`src/rtl/vector_op_sequencer_if.sv`:
```
// vector_op_sequencer_if: command inputs and fetch/store/ALU control outputs of the row sequencer.
interface vector_op_sequencer_if #(
    parameter int ADDR_WIDTH = 10,
    parameter int LEN_WIDTH  = 10
);
    logic                  start;
    logic                  abort;
    logic [ADDR_WIDTH-1:0] base_a;
    logic [ADDR_WIDTH-1:0] base_b;
    logic [ADDR_WIDTH-1:0] base_r;
    logic [LEN_WIDTH-1:0]  len;
    logic [ADDR_WIDTH-1:0] addr_a;
    logic [ADDR_WIDTH-1:0] addr_b;
    logic [ADDR_WIDTH-1:0] addr_r;
    logic                  wr_en;
    logic                  alu_start;
    logic                  busy;
    logic                  done;

    modport master (
        output start, abort, base_a, base_b, base_r, len,
        input  addr_a, addr_b, addr_r, wr_en, alu_start, busy, done
    );

    modport slave (
        input  start, abort, base_a, base_b, base_r, len,
        output addr_a, addr_b, addr_r, wr_en, alu_start, busy, done
    );
endinterface

```
`src/rtl/vector_op_sequencer.sv`:
```
// vector_op_sequencer: walks len rows through fetch, BRAM wait, ALU exec and store, one row at a time.
module vector_op_sequencer #(
    parameter int ADDR_WIDTH = 10,
    parameter int LEN_WIDTH  = 10,
    parameter int BRAM_LAT   = 1,
    parameter int ALU_LAT    = 2
) (
    input logic clk,
    input logic rstn,
    vector_op_sequencer_if.slave bus
);
    typedef enum logic [2:0] {S_IDLE, S_FETCH, S_WAIT, S_EXEC, S_STORE, S_DONE} state_t;

    localparam logic [3:0] BRAM_END = 4'(BRAM_LAT - 1);
    localparam logic [3:0] ALU_END  = 4'(ALU_LAT - 1);

    state_t                r_state;
    logic [3:0]            r_cnt;
    logic [LEN_WIDTH-1:0]  r_i;
    logic [LEN_WIDTH-1:0]  r_len;
    logic [ADDR_WIDTH-1:0] r_base_a;
    logic [ADDR_WIDTH-1:0] r_base_b;
    logic [ADDR_WIDTH-1:0] r_base_r;
    logic [ADDR_WIDTH-1:0] r_addr_a;
    logic [ADDR_WIDTH-1:0] r_addr_b;
    logic [ADDR_WIDTH-1:0] r_addr_r;
    logic                  r_wr_en;
    logic                  r_alu_start;
    logic                  r_busy;
    logic                  r_done;
    logic [LEN_WIDTH-1:0]  w_i_nxt;

    assign w_i_nxt       = r_i + 1'b1;
    assign bus.addr_a    = r_addr_a;
    assign bus.addr_b    = r_addr_b;
    assign bus.addr_r    = r_addr_r;
    assign bus.wr_en     = r_wr_en;
    assign bus.alu_start = r_alu_start;
    assign bus.busy      = r_busy;
    assign bus.done      = r_done;

    // Outputs are registered from the next state so they line up with the state they describe.
    always_ff @(posedge clk or negedge rstn) begin
        if (!rstn) begin
            r_state     <= S_IDLE;
            r_cnt       <= '0;
            r_i         <= '0;
            r_len       <= '0;
            r_base_a    <= '0;
            r_base_b    <= '0;
            r_base_r    <= '0;
            r_addr_a    <= '0;
            r_addr_b    <= '0;
            r_addr_r    <= '0;
            r_wr_en     <= 1'b0;
            r_alu_start <= 1'b0;
            r_busy      <= 1'b0;
            r_done      <= 1'b0;
        end else begin
            r_wr_en     <= 1'b0;
            r_alu_start <= 1'b0;
            r_done      <= 1'b0;
            case (r_state)
                S_IDLE: begin
                    if (bus.start && bus.len == '0) begin
                        r_state <= S_DONE;
                        r_done  <= 1'b1;
                    end else if (bus.start) begin
                        r_state  <= S_FETCH;
                        r_busy   <= 1'b1;
                        r_i      <= '0;
                        r_len    <= bus.len;
                        r_base_a <= bus.base_a;
                        r_base_b <= bus.base_b;
                        r_base_r <= bus.base_r;
                        r_addr_a <= bus.base_a;
                        r_addr_b <= bus.base_b;
                    end
                end
                S_FETCH: begin
                    r_state <= S_WAIT;
                    r_cnt   <= '0;
                end
                S_WAIT: begin
                    if (r_cnt == BRAM_END) begin
                        r_state     <= S_EXEC;
                        r_cnt       <= '0;
                        r_alu_start <= 1'b1;
                    end else begin
                        r_cnt <= r_cnt + 1'b1;
                    end
                end
                S_EXEC: begin
                    if (r_cnt == ALU_END) begin
                        r_state  <= S_STORE;
                        r_wr_en  <= 1'b1;
                        r_addr_r <= r_base_r + ADDR_WIDTH'(r_i);
                    end else begin
                        r_cnt <= r_cnt + 1'b1;
                    end
                end
                S_STORE: begin
                    if (r_i == r_len - 1'b1) begin
                        r_state <= S_DONE;
                        r_busy  <= 1'b0;
                        r_done  <= 1'b1;
                    end else begin
                        r_state  <= S_FETCH;
                        r_i      <= w_i_nxt;
                        r_addr_a <= r_base_a + ADDR_WIDTH'(w_i_nxt);
                        r_addr_b <= r_base_b + ADDR_WIDTH'(w_i_nxt);
                    end
                end
                S_DONE: r_state <= S_IDLE;
                default: r_state <= S_IDLE;
            endcase
            // Abort wins over anything scheduled above, including the STORE write strobe.
            if (bus.abort && r_busy) begin
                r_state     <= S_IDLE;
                r_busy      <= 1'b0;
                r_wr_en     <= 1'b0;
                r_alu_start <= 1'b0;
                r_done      <= 1'b0;
            end
        end
    end
endmodule

```
`src/flat_wrapper.sv`:
```
// flat-port wrapper written by rule: the top's interface ports become plain ports
module vector_op_sequencer_flat 
#(
    parameter int ADDR_WIDTH = 10,
    parameter int LEN_WIDTH  = 10,
    parameter int BRAM_LAT   = 1,
    parameter int ALU_LAT    = 2
)
  (clk, rstn, bus_start, bus_abort, bus_base_a, bus_base_b, bus_base_r, bus_len, bus_addr_a, bus_addr_b, bus_addr_r, bus_wr_en, bus_alu_start, bus_busy, bus_done);
  vector_op_sequencer_if #(.ADDR_WIDTH(ADDR_WIDTH), .LEN_WIDTH(LEN_WIDTH)) bus_i ();
  input logic clk;
  input logic rstn;
  input wire logic [$bits(bus_i.start)-1:0] bus_start;
  input wire logic [$bits(bus_i.abort)-1:0] bus_abort;
  input wire logic [$bits(bus_i.base_a)-1:0] bus_base_a;
  input wire logic [$bits(bus_i.base_b)-1:0] bus_base_b;
  input wire logic [$bits(bus_i.base_r)-1:0] bus_base_r;
  input wire logic [$bits(bus_i.len)-1:0] bus_len;
  output wire logic [$bits(bus_i.addr_a)-1:0] bus_addr_a;
  output wire logic [$bits(bus_i.addr_b)-1:0] bus_addr_b;
  output wire logic [$bits(bus_i.addr_r)-1:0] bus_addr_r;
  output wire logic [$bits(bus_i.wr_en)-1:0] bus_wr_en;
  output wire logic [$bits(bus_i.alu_start)-1:0] bus_alu_start;
  output wire logic [$bits(bus_i.busy)-1:0] bus_busy;
  output wire logic [$bits(bus_i.done)-1:0] bus_done;
  assign bus_i.start = bus_start;
  assign bus_i.abort = bus_abort;
  assign bus_i.base_a = bus_base_a;
  assign bus_i.base_b = bus_base_b;
  assign bus_i.base_r = bus_base_r;
  assign bus_i.len = bus_len;
  assign bus_addr_a = bus_i.addr_a;
  assign bus_addr_b = bus_i.addr_b;
  assign bus_addr_r = bus_i.addr_r;
  assign bus_wr_en = bus_i.wr_en;
  assign bus_alu_start = bus_i.alu_start;
  assign bus_busy = bus_i.busy;
  assign bus_done = bus_i.done;
  vector_op_sequencer #(.ADDR_WIDTH(ADDR_WIDTH), .LEN_WIDTH(LEN_WIDTH), .BRAM_LAT(BRAM_LAT), .ALU_LAT(ALU_LAT)) u_core (.clk(clk), .rstn(rstn), .bus(bus_i));
endmodule
```
`config.mk`:
```
export PLATFORM = sky130hd
export DESIGN_NAME = vector_op_sequencer_flat
export DESIGN_NICKNAME = d
export VERILOG_FILES = /design/src/rtl/vector_op_sequencer_if.sv /design/src/rtl/vector_op_sequencer.sv /design/src/flat_wrapper.sv
export SDC_FILE = /design/constraint.sdc
export NUM_CORES = 1
export LEC_CHECK = 0
export ABC_AREA = 1
export CAP_MARGIN = 20
export CELL_PAD_IN_SITES_DETAIL_PLACEMENT = 0
export CELL_PAD_IN_SITES_GLOBAL_PLACEMENT = 1
export CORE_MARGIN = 10
export CORE_UTILIZATION = 25
export CTS_BUF_LIST = sky130_fd_sc_hd__clkbuf_2 sky130_fd_sc_hd__clkbuf_4 sky130_fd_sc_hd__clkbuf_8
export DETAILED_ROUTE_END_ITERATION = 10
export DONT_BUFFER_PORTS = 1
export GPL_TIMING_DRIVEN = 0
export HOLD_SLACK_MARGIN = 0.15
export PLACE_DENSITY_LB_ADDON = 0.15
export SETUP_SLACK_MARGIN = 0.5
export SLEW_MARGIN = 25
export SYNTH_ARGS = -nofsm -noshare
export SYNTH_HDL_FRONTEND = slang
export SYNTH_SLANG_ARGS = --single-unit
```
`constraint.sdc`:
```
create_clock -name clk -period 2.8 [get_ports clk]
set_input_delay 0.42 -clock clk [delete_from_list [all_inputs] [get_ports clk]]
set_output_delay 0.42 -clock clk [all_outputs]
set_load 0.05 [all_outputs]
```
* Yosys cells after proc, flatten, opt, wreduce, memory -nomap -nowiden
Index checks and enable logic that the tools add are counted.
** Word-level totals
- Output and inout port bits :: 34
- Word-level logic and storage cells :: 88
- Register bits after elaboration :: 91
** Operators by class
- Mux-type cells :: 37
- Reduce and logical (&&, ||, !) cells :: 14
- Bitwise operators :: 1
- $add $sub $neg :: 6
- Equal/unequal tests :: 16
** Operators with widths (number)
- 10-bit two-way mux :: 9
- 10-bit case mux with 2 select lines :: 3
- 10-bit adder :: 3
- 3-bit two-way mux :: 6
- 3-bit case mux with 5 select lines :: 1
- 1-bit two-way mux :: 13
- 4-bit case mux with 3 select lines :: 1
- 10-bit by 1-bit adder with 10-bit output, second input constant :: 1
- 10-bit equality test :: 1
- 10-bit logical NOT :: 1
- 10-bit by 1-bit subtractor with 10-bit output, second input constant :: 1
- 3-bit by 1-bit inequality test with 1-bit output, second input constant :: 3
- 4-bit two-way mux :: 2
- 2-bit inequality test, second input constant :: 4
- 4-bit AND reduction :: 2
- 3-bit by 2-bit equality test with 1-bit output, second input constant :: 2
- 3-bit AND reduction :: 2
- 3-bit nonzero test :: 2
- 4-bit by 1-bit adder with 4-bit output, second input constant :: 1
- 4-bit by 1-bit equality test with 1-bit output, second input constant :: 1
- 4-bit logical NOT :: 1
- 4-bit by 2-bit inequality test with 1-bit output, second input constant :: 1
- 1-bit case mux with 2 select lines :: 2
- 2-bit AND reduction :: 2
- 8 further kinds :: 9

* Logic depth before layout (Yosys ltp)
- Depth in word-level cells :: 5
- Mapped depth :: 17
- Depth with buffers taken out :: 17

* Worst setup path before layout
Ideal clock, no wire load.
- Path type :: reg-to-reg
- Start point :: register u_core.r_i[0]
- End point :: register u_core.r_addr_b[9], in the netlist u_core.bus.addr_b[9]
- Data required time :: 2.682 ns
- Library setup time :: 0.118 ns
- Period minus slack after synthesis :: 2.228 ns
- Data arrival time :: 2.110 ns
- Slack :: 0.572 ns
- Path buffers :: 0
- Cell stages (with the launch flop) :: 18
- Path through :: dfrtp_1 -> ha_1 -> nand3_1 -> nor2_1 -> nand4_1 -> xor2_1 -> inv_1 -> ha_1 -> inv_1 -> o21bai_1 -> a31oi_1 -> nand3_1 -> inv_1 -> nand2_1 -> nand3_1 -> nand2_1 -> nand3_1 -> nand2_1
** Between the ends
- Cells in the longest elaborated chain, start to end :: 4
- Elaborated cells between the ends (all ways) :: 7
- Those cells by class :: 2 x add/sub; 2 x eq/ne; 2 x mux; 1 x reduce/logical
** RTL lines
- from (decl) :: RTL line vector_op_sequencer.sv:19 : logic [LEN_WIDTH-1:0] r_i;
- from (signal assigned) :: RTL line vector_op_sequencer.sv:109 : r_i <= w_i_nxt;
- 10-bit by 1-bit adder with 10-bit output :: RTL line vector_op_sequencer.sv:33 : assign w_i_nxt = r_i + 1'b1;
- 10-bit adder :: RTL line vector_op_sequencer.sv:111 : r_addr_b <= r_base_b + ADDR_WIDTH'(w_i_nxt);
- 10-bit two-way mux :: RTL line vector_op_sequencer.sv:103 : if (r_i == r_len - 1'b1) begin
- 10-bit case mux with 2 select lines :: RTL line vector_op_sequencer.sv:63 : case (r_state)
- to (signal assigned) :: RTL line vector_op_sequencer.sv:77 : r_addr_b <= bus.base_b;
- to (signal assigned) :: RTL line vector_op_sequencer.sv:111
- to (decl) :: RTL line vector_op_sequencer.sv:25 : logic [ADDR_WIDTH-1:0] r_addr_b;
Several ways; a longest one is shown, not always the timed one. The select of a mux whose other input is x is not followed.
A chain may end at the register's enable or synchronous reset.

* Final worst setup path
- Start point :: register u_core.r_i[0]
- End point :: register u_core.r_addr_a[9], in the netlist u_core.bus.addr_a[9]
** Between the ends
- Cells in the longest elaborated chain, start to end :: 4
- Elaborated cells between the ends (all ways) :: 7
- Those cells by class :: 2 x add/sub; 2 x eq/ne; 2 x mux; 1 x reduce/logical
** RTL lines
- 10-bit by 1-bit adder with 10-bit output :: RTL line vector_op_sequencer.sv:33
- 10-bit adder :: RTL line vector_op_sequencer.sv:110 : r_addr_a <= r_base_a + ADDR_WIDTH'(w_i_nxt);
- 10-bit two-way mux :: RTL line vector_op_sequencer.sv:103
- 10-bit case mux with 2 select lines :: RTL line vector_op_sequencer.sv:63
- to (signal assigned) :: RTL line vector_op_sequencer.sv:76 : r_addr_a <= bus.base_a;
- to (signal assigned) :: RTL line vector_op_sequencer.sv:110
- to (decl) :: RTL line vector_op_sequencer.sv:24 : logic [ADDR_WIDTH-1:0] r_addr_a;
Several ways; a longest one is shown, not always the timed one. The select of a mux whose other input is x is not followed.

==> impl_metrics.prom <==
# TYPE chip_impl_metric gauge
chip_impl_metric{name="vdd.ir_drop.worst",unit="mV"} 0.476
chip_impl_metric{name="drive_above_1_share",unit="%"} 25.0
chip_impl_metric{name="number_of_antenna_violations_at_the_first_check_in_global_routing",unit=""} 0
chip_impl_metric{name="setup_viol_count_final",unit=""} 0
chip_impl_metric{name="vias",unit=""} 5172
chip_impl_info{name="ctsRootBufferMaster",value="clkbuf_8"} 1
chip_impl_metric{name="drt_drc_violations_left",unit=""} 0
chip_impl_metric{name="critPathRequiredTime",unit="ps"} 3070
chip_impl_metric{name="maximum_capacitance_violations",unit=""} 0
chip_impl_metric{name="final-hold-violation-count",unit=""} 91
chip_impl_metric{name="final_cell_count_no_fill",unit=""} 1104
chip_impl_metric{name="antenna_left",unit=""} 0
chip_impl_metric{name="syn_area_per_cell",unit="um2"} 7.72
chip_impl_metric{name="floorplan.die.width",unit="um"} 172
chip_impl_metric{name="first_global_vias",unit=""} 5226
chip_impl_metric{name="vias_per_cell",unit=""} 4.68
chip_impl_metric{name="power.share.sequential",unit="%"} 41.6
chip_impl_info{name="run_status",value="finished, violations left"} 1
chip_impl_info{name="start_kind",value="flip-flop"} 1
chip_impl_metric{name="grt_use_total",unit="%"} 13.2
chip_impl_metric{name="clock_sink_count",unit=""} 91
chip_impl_metric{name="worstPathMaxFanout",unit=""} 4
chip_impl_metric{name="synth_cell_types",unit=""} 35
chip_impl_metric{name="gr-total-overflow",unit=""} 0
chip_impl_info{name="mostFrequentLayoutCell",value="nand2_1"} 1
chip_impl_metric{name="synth_edf_count",unit=""} 0
chip_impl_metric{name="cts.path.max_buffers",unit=""} 2
chip_impl_info{name="tritoncts",value="built"} 1
chip_impl_metric{name="routed_wirelength",unit="mm"} 19.1
chip_impl_metric{name="seq_area_frac_synth",unit="%"} 39.7
chip_impl_metric{name="syn-num-nets",unit=""} 822
chip_impl_metric{name="coreArea",unit="um2"} 22600
chip_impl_metric{name="ys_ff_latch",unit=""} 91
chip_impl_info{name="synthFlopType",value="dfrtp_1"} 1
chip_impl_metric{name="synth_top_area_share",unit="%"} 39.7
chip_impl_metric{name="power_per_cell_area",unit="nW/um2"} 1030
chip_impl_metric{name="max_fclk",unit="MHz"} 396
chip_impl_metric{name="detail_route.first_pass.iterations",unit=""} 5
chip_impl_metric{name="leakagePower",unit="nW"} 3.52
chip_impl_metric{name="cts_inserted_buffers",unit=""} 9
chip_impl_metric{name="cts_htree_levels",unit=""} 3
chip_impl_metric{name="top_level_ports",unit=""} 78
chip_impl_metric{name="netSwitchingFraction",unit="%"} 50.0
chip_impl_metric{name="net_switching",unit="W"} 0.00386
chip_impl_metric{name="worstPathArrival",unit="ps"} 2800
chip_impl_metric{name="worst_slew_pin_slew",unit="ps"} 661
chip_impl_info{name="yosys.area.top_type",value="dfrtp_1"} 1
chip_impl_metric{name="slew_headroom",unit="%"} 56.0
chip_impl_metric{name="clkSlewWorstSetupHoldPaths",unit="ps"} 100
chip_impl_metric{name="worst_case_clock_skew",unit="ps"} 16.6
chip_impl_metric{name="grt_max_degree",unit=""} 92
chip_impl_metric{name="design.final.nets",unit=""} 894
chip_impl_info{name="timing.critical_path.to_type",value="flip-flop"} 1
chip_impl_metric{name="global_route_wire_length_before_repair",unit="mm"} 29.6
chip_impl_info{name="violated_checks",value="hold timing"} 1
chip_impl_metric{name="pwr-share-comb",unit="%"} 45.6
chip_impl_info{name="grt_setup_unrepaired",value="true"} 1
chip_impl_info{name="layout_common_cells",value="194 x nand2_1, 86 x dfrtp_1, 73 x inv_1"} 1
chip_impl_metric{name="timing_max_transition_violations_final",unit=""} 0
chip_impl_metric{name="initialDrtViolationCount",unit=""} 238
chip_impl_metric{name="antenna-diode-count",unit=""} 0
chip_impl_metric{name="p_int",unit="W"} 0.00386
chip_impl_metric{name="async_flop_share",unit="%"} 100
chip_impl_info{name="min-delay-path-class",value="in -> async"} 1
chip_impl_metric{name="placement.io_buffers",unit=""} 0
chip_impl_metric{name="worstSkewPairLatency",unit="ps"} 390
chip_impl_metric{name="number_of_instances_in_the_placed_design",unit=""} 1028
chip_impl_metric{name="wl_per_cell",unit="um"} 17.3
chip_impl_metric{name="finalHoldWorstSlack",unit="ps"} -287
chip_impl_metric{name="synthesis.yosys.warnings",unit=""} 0
chip_impl_metric{name="finalWeightedCongestion",unit=""} 0.821
chip_impl_metric{name="fp.dieH",unit="um"} 172
chip_impl_metric{name="die_footprint",unit="um2"} 29400
chip_impl_metric{name="mappedNetlistArea",unit="um2"} 5740
chip_impl_metric{name="fin_crit_sh",unit="%"} 90.1
chip_impl_metric{name="initial_utilization",unit="%"} 25.3
chip_impl_metric{name="fp-row-count",unit=""} 55
chip_impl_info{name="setup_crit_path_kind",value="reg -> reg"} 1
chip_impl_metric{name="synth_cells",unit=""} 743
chip_impl_metric{name="min_period",unit="ps"} 2520
chip_impl_metric{name="areaGrowthSynthToFinish",unit="%"} 30.1
chip_impl_metric{name="placed_cell_area",unit="um2"} 6090
chip_impl_info{name="synthTopCellsByArea",value="dfrtp_1 40%, nand2_1 14%, ha_1 7.0%"} 1
chip_impl_metric{name="clockPowerShare",unit="%"} 12.7
chip_impl_metric{name="place.detailed.hpwl",unit="mm"} 14.1
chip_impl_metric{name="final_area",unit="um2"} 7470
[routing by layer]
metal | global-route usage [%] | up-vias | wire length [um]
li1 | - | 2571 | -
met1 | 16.3 | 2503 | 8770
met2 | 22.1 | 82 | 9230
met3 | 3.00 | 16 | 865
met4 | 4.54 | 0 | 268
met5 | 0 | - | 0
[power by group through the flow]
stage               sequential, W  clock (W)  combinational [W]
finish                    0.00321   0.000984            0.00352
CTS                       0.00323    0.00104            0.00320
global placement          0.00320          0            0.00280
global route              0.00331    0.00107            0.00397
detailed placement        0.00321          0            0.00282
floorplan                 0.00301          0            0.00214
[metrics by stage]
step	power (W)	worst slack, ps	utilization, %	TNS, ps
6_report	0.00771	277	33.0	0
5_1_grt	0.00835	98.4	33.0	0
4_1_cts	0.00747	304	31.4	0
3_5_place_dp	0.00603	-223	26.9	-1070
3_3_place_gp	0.00600	-177	26.9	-642
2_1_floorplan	0.00515	572	-	0
[layout make-up]
| cell class | instances | area, um2 |
|---|---|---|
| fillers | 2367 | 15200 |
| clock inverters | 4 | 50.0 |
| inverters | 90 | 350 |
| clock buffers | 11 | 151 |
| well taps | 285 | 357 |
| repair buffers | 60 | 542 |
| plain buffers | 18 | 130 |
| flip-flops and latches | 91 | 2280 |
| multi-input cells | 545 | 3600 |
[repair_timing]
action / in CTS / in global routing
hold endpoints to repair: 104 / 92
resized for setup: 88 / 60
hold buffers: 13 / 1
pin swaps: 38 / 36
endpoints found under the setup margin: 33 / 58
buffers inserted: 33 / 12
gates cloned: 0 / 2
[flip-flops by register name (all words and copies together), names as in the netlist]
name	count
u_core.bus.wr_en	1
u_core.bus.addr_r	10
u_core.bus.addr_a	10
u_core.r_base_b	10
u_core.bus.busy	1
u_core.r_cnt	4
u_core.bus.addr_b	10
u_core.bus.alu_start	1
u_core.r_base_r	10
u_core.bus.done	1
u_core.r_len	10
u_core.r_base_a	10
u_core.r_state	3
u_core.r_i	10
[cell families after synthesis]
group           count (synthesis)  synth area share (%)
flops                          91                  39.7
compound gates                114                  10.8
buf+inv                       108                  7.61
mux                            23                  4.40
xor+xnor                       25                  3.82
simple gates                  347                  25.7
fa+ha+maj                      35                  8.02
[worst max-delay path: stages, from the launching register on]
cell and delay, ps:
dfrtp_2 460, ha_4 180, nand3_4 70, nor2_4 100, nand4_1 130, xor2_2 210, inv_2 90, buf_4 150
ha_4 280, nand2_2 70, nor2_4 120, nand3_2 100, nand3_4 110, nand3_2 80, nand3_2 70, nand2_1 50
nand3_1 70, nand2_1 50
[synth_stat cells, types with 2 or more instances]
cell type    n
nor2_1      45
nor3_1       5
dfrtp_1     91
fa_1         3
nand2_1    207
o21bai_1     6
mux2i_1      5
buf_6        3
nand2_2      2
nand3_1     66
inv_1       87
o22ai_1      4
inv_2        3
clkbuf_1    10
a31oi_1      6
o21ai_0     41
o21ai_1     19
xor2_1      23
nor2_2       7
or2_2        2
buf_2        4
a21o_1       3
o311ai_0     2
mux2_2      18
nand4_1      9
a21oi_1     31
xnor2_1      2
ha_1        32
[final timing paths]
check	slack, ps	to	depth (start not counted)	from
setup / recovery	280	u_core.bus.addr_a[9]	17	u_core.r_i[0]
hold / removal	-290	u_core.bus.addr_a[2]	0	rstn
setup reg to reg	280	u_core.bus.addr_a[9]	17	u_core.r_i[0]
hold reg to reg	510	u_core.r_base_b[0]	2	u_core.r_base_b[0]
max in group asynchronous	2900	u_core.r_cnt[0]	0	rstn
min in group clk	180	u_core.r_base_r[4]	1	bus_base_r[4]
Note: power is estimated with default switching activity, not from simulation.
